===== config.mk =====
export PLATFORM = sky130hd
export DESIGN_NAME = logic_unit_arbiter
export DESIGN_NICKNAME = d
export VERILOG_FILES = /design/src/rtl/logic_pkg.sv /design/src/rtl/rr_arbiter.sv /design/src/rtl/logic_unit_arbiter.sv
export SDC_FILE = /design/constraint.sdc
export NUM_CORES = 1
export LEC_CHECK = 0
export ABC_AREA = 1
export CAP_MARGIN = 20
export CORE_MARGIN = 5
export CORE_UTILIZATION = 47
export CTS_CLUSTER_SIZE = 20
export DETAILED_ROUTE_END_ITERATION = 10
export PLACE_DENSITY_LB_ADDON = 0.08
export SYNTH_ARGS = -nofsm -noshare
export SYNTH_HDL_FRONTEND = slang
export SYNTH_SLANG_ARGS = --single-unit
export TNS_END_PERCENT = 20

===== constraint.sdc =====
create_clock -name clk -period 8.13 [get_ports clk]
set_input_delay 2.439 -clock clk [delete_from_list [all_inputs] [get_ports clk]]
set_output_delay 2.439 -clock clk [all_outputs]
set_load 0.01 [all_outputs]

===== src/rtl/logic_pkg.sv =====
// logic_pkg: opcode encodings and default datapath width for the shared logic unit
package logic_pkg;
  localparam int W_DEF = 8;
  localparam logic [1:0] OP_OR = 2'b00;
  localparam logic [1:0] OP_AND = 2'b01;
  localparam logic [1:0] OP_XOR = 2'b10;
  localparam logic [1:0] OP_NOTA = 2'b11;
endpackage


===== src/rtl/rr_arbiter.sv =====
// rr_arbiter: combinational round-robin picker; req/ptr in, one-hot grant, grant_idx and any out
module rr_arbiter #(
  parameter int NREQ = 4,
  parameter int IDW = 2
) (
  input logic [NREQ-1:0] req,
  input logic [IDW-1:0] ptr,
  output logic [NREQ-1:0] grant,
  output logic [IDW-1:0] grant_idx,
  output logic any
);
  logic [IDW:0] sum [NREQ];
  logic [IDW-1:0] cand [NREQ];
  for (genvar k = 0; k < NREQ; k++) begin : g_c
    assign sum[k] = {1'b0, ptr} + (IDW+1)'(k);
    assign cand[k] = sum[k] >= (IDW+1)'(NREQ) ? IDW'(sum[k] - (IDW+1)'(NREQ)) : sum[k][IDW-1:0];
  end
  always_comb begin
    grant_idx = '0;
    any = 1'b0;
    for (int k = NREQ - 1; k >= 0; k--)
      if (req[cand[k]]) begin
        grant_idx = cand[k];
        any = 1'b1;
      end
  end
  assign grant = any ? NREQ'(1) << grant_idx : '0;
endmodule


===== src/rtl/logic_unit_arbiter.sv =====
// logic_unit_arbiter: round-robin shared OR/AND/XOR/NOT-A unit; req_valid/req_ready/req_op/req_a/req_b in, res_valid/res_ready/res_data/res_id out
module logic_unit_arbiter
  import logic_pkg::*;
#(
  parameter int NREQ = 4,
  parameter int W = W_DEF,
  parameter int IDW = $clog2(NREQ)
) (
  input logic clk,
  input logic rst,
  input logic [NREQ-1:0] req_valid,
  input logic [2*NREQ-1:0] req_op,
  input logic [W*NREQ-1:0] req_a,
  input logic [W*NREQ-1:0] req_b,
  output logic [NREQ-1:0] req_ready,
  output logic res_valid,
  input logic res_ready,
  output logic [W-1:0] res_data,
  output logic [IDW-1:0] res_id
);
  logic [IDW-1:0] ptr, win;
  logic [NREQ-1:0] grant;
  logic any, accept;
  logic [1:0] op;
  logic [W-1:0] a, b, f;
  rr_arbiter #(.NREQ(NREQ), .IDW(IDW)) u_arb (
    .req(req_valid),
    .ptr(ptr),
    .grant(grant),
    .grant_idx(win),
    .any(any)
  );
  assign req_ready = (!rst && (!res_valid || res_ready)) ? grant : '0;
  assign accept = |req_ready;
  assign op = req_op[2*int'(win) +: 2];
  assign a = req_a[W*int'(win) +: W];
  assign b = req_b[W*int'(win) +: W];
  always_comb begin
    f = '0;
    case (op)
      OP_OR: f = a | b;
      OP_AND: f = a & b;
      OP_XOR: f = a ^ b;
      OP_NOTA: f = ~a;
      default: f = '0;
    endcase
  end
  always_ff @(posedge clk) begin
    if (rst) begin
      res_valid <= 1'b0;
      res_data <= '0;
      res_id <= '0;
      ptr <= '0;
    end else if (accept) begin
      res_valid <= 1'b1;
      res_data <= f;
      res_id <= win;
      ptr <= win == IDW'(NREQ - 1) ? '0 : win + 1'b1;
    end else if (res_ready) begin
      res_valid <= 1'b0;
    end
  end
endmodule

==> flow_metrics.tcl <==
set metrics [dict create \
    final_common_cell "clkdlybuf4s50_1" \
    met2_usage_pct 32.32 \
    drive_gt1_share_pct 13.37 \
    cp_cell_sequence "clkdlybuf4s50_1 -> inv_1 -> nand2_2 -> nand3_2 -> nand2_1 -> inv_2 -> nand2_2 -> nand2_4 -> nand2_4 -> inv_1 -> ha_1 -> nand2_1 -> nor2_1 -> clkdlybuf4s50_1" \
    synth_top_family_by_area "simple AND/OR/NAND/NOR gates" \
    final_antenna_net_count 0 \
    criticalPathCategory "primary input to primary output" \
    cts_sinks 13 \
    max_freq_mhz 138.6 \
    insertion_delay_ns 0.24 \
    post_cts_buffers 0 \
    required_ns 5.69 \
    wl_per_cell_um 12.84 \
    yosysUniqueCellTypes 29 \
    hold_ws_ns 0.4695 \
    hold_violations 0 \
    first_pass_iters 4 \
    worst_pin_slew_ns 0.6035 \
    rrSetupSlack_ns 5.06 \
    place.gp.congestion 0.9457 \
    arrival_ns 4.78 \
    grt_pass1_wl_mm 10.56 \
    synth_seq_cells 13 \
    place.port_buffers 93 \
    antenna_found_initial 0 \
    avgViaCountPerCell 5.011 \
    clockBufferDepth 2 \
    synth-simple-area-share_pct 49.21 \
    fp.dieH_um 77.37 \
    vdd_drop_max_mv 0.1864 \
    grt_max_degree 32 \
    reg2regPathDepth 16 \
    grt_usage_pct 20.58 \
    areaGrowthSynthToFinish_pct 44.40 \
    synth_cells 334 \
    cp-start-kind "primary input" \
    vias 2360 \
    slew_violations 0 \
    syn-cell-area_sq_um 2133 \
    initial_core_util_pct 48.66 \
    dp_hpwl_mm 4.916 \
    ctsResizeCount 0 \
    stdcell_area_sq_um 3080 \
    layout_setup_ws_ns 0.9149 \
    placed_cell_area_sq_um 3035 \
    grt.busiest_layer "met2" \
    mostFrequentLayoutCells "clkdlybuf4s50_1, nand2_1, nand3_1" \
    synth_edf_count 0 \
    holdBufCountCts 0 \
    crit_family "buffers and inverters" \
    cp_num_buf_inv 5 \
    cp_max_fo 10 \
    fp.dieW_um 77.37 \
    grt_pass1_vias 2281 \
    wl_mm 6.046 \
    power_density_nw_per_um2 396.6 \
    slew_headroom_pct 59.67 \
    drc 0 \
    drt_iter0_markers 89 \
    synthesis.nets 433 \
    synth_mux_area_share_pct 0 \
    grt_use_met3_pct 3.704 \
    maxCapViolations 0 \
    cts_max_level 1 \
    cts_tree "done" \
    synth_compound_area_share_pct 14.19 \
    postSynth.asyncResetShare_pct 0 \
    path_clk_slew_ns 0.06 \
    max_stage_delay_ns 0.57 \
    worst-path-stages 14 \
    finalCritPeriodShare_pct 88.75 \
    total_power_mw 1.222 \
    leakage_nw 1.462 \
    outcome "completed" \
    fin_skew_ns 0.003718 \
    synth_seq_area_share_pct 12.20 \
    critPathCaptureType "primary output" \
    rsz0062_at_grt "no" \
    dp_slack_ns 0.9090 \
    grtUsageMet1_pct 28.98 \
    diodes 0 \
    fin_tns_setup_ns 0 \
    final_nets 519 \
    dieArea_sq_um 5986 \
    holdCritPathClass "register to register" \
    synth_area_per_cell_sq_um 6.387 \
    synth_xor_xnor_area_share_pct 0 \
    overflow 0 \
    ys_warn_count 0 \
    cts_buffers 3 \
    rows 24 \
    worstHoldPathCells 2 \
    synth-main-ff-cell "dfxtp_1" \
    core_sq_um 4384 \
    cts_root_buf "clkbuf_8" \
    synthAdderAreaFrac_pct 11.73 \
    num_io_pins 94 \
    setup_viol 0 \
    cp_slowest_cell "clkdlybuf4s50_1" \
    fin_crit_ns 7.215 \
]
-- flip-flops by register name (all words and copies together), names as in the netlist --
name,cells
res_id,2
ptr,2
res_valid,1
res_data,8
-- area by class of cell --
class	instances	area (sq um)
fill	411	1304
clock buffer	4	45.04
multi-input combinational	268	1603
tap	52	65.06
timing repair buffer	97	960.9
sequential	13	260.3
inverter	37	146.4
-- through the flow --
| stage | utilization (%) | cells |
|---|---|---|
| 4_1_cts | 70.26 | 471 |
| 2_1_floorplan | - | 334 |
| 6_report | 70.26 | 471 |
| 3_3_place_gp | 69.24 | 467 |
| 5_1_grt | 70.26 | 471 |
| 3_5_place_dp | 69.24 | 467 |
-- worst min-delay path, delay by kind of cell, from the launching register on --
kind | cells | cell delay, ns
DFF | 1 | 0.31
AOI/OAI and AO/OA | 1 | 0.05
and+or+nand+nor | 1 | 0.06
-- routing by layer --
layer | up-vias | part of all wire (%)
met1 | 1011 | 48
met5 | - | 0
li1 | 1254 | -
met4 | 0 | 0.98
met3 | 4 | 7.3
met2 | 91 | 44
-- path summary, 6_finish.rpt --
check                     from            to
hold / removal       res_id[0]     res_id[0]
setup / recovery  req_valid[3]  req_ready[2]
hold reg to reg      res_id[0]     res_id[0]
setup reg to reg        ptr[0]        ptr[1]
-- power breakdown --
group          internal (mW)  switching [mW]  leakage [nW]  total [mW]
registers             0.0879          0.0179         0.107       0.106
clock network         0.0345          0.0222        0.0228      0.0567
logic                  0.399           0.660          1.33        1.06
-- cells by family after synthesis --
logic type / count (synthesis)
AO/OA/AOI/OAI: 49
AND/OR/NAND/NOR: 199
adder cells (fa/ha/maj): 20
buffers and inverters: 53
flip-flops: 13
-- cells in the mapped netlist (3+ instances only) --
| master | instances | area share [%] |
|---|---|---|
| o21a_1 | 8 | 2.8 |
| buf_2 | 6 | 1.4 |
| nand3_4 | 5 | 4.1 |
| nor2_1 | 31 | 5.5 |
| ha_1 | 20 | 12 |
| nand2_2 | 15 | 4.4 |
| o21ai_1 | 7 | 1.6 |
| o21ai_0 | 19 | 4.5 |
| inv_2 | 3 | 0.53 |
| nand2_1 | 76 | 13 |
| inv_1 | 33 | 5.8 |
| dfxtp_1 | 13 | 12 |
| nand3_1 | 45 | 11 |
| or2_2 | 8 | 2.3 |
| nand2_4 | 10 | 5.3 |
| nand3_2 | 4 | 1.9 |
| a21oi_1 | 5 | 1.2 |
| o211ai_1 | 8 | 2.8 |
| buf_6 | 7 | 3.7 |
Power figures use the tool's default switching activity.
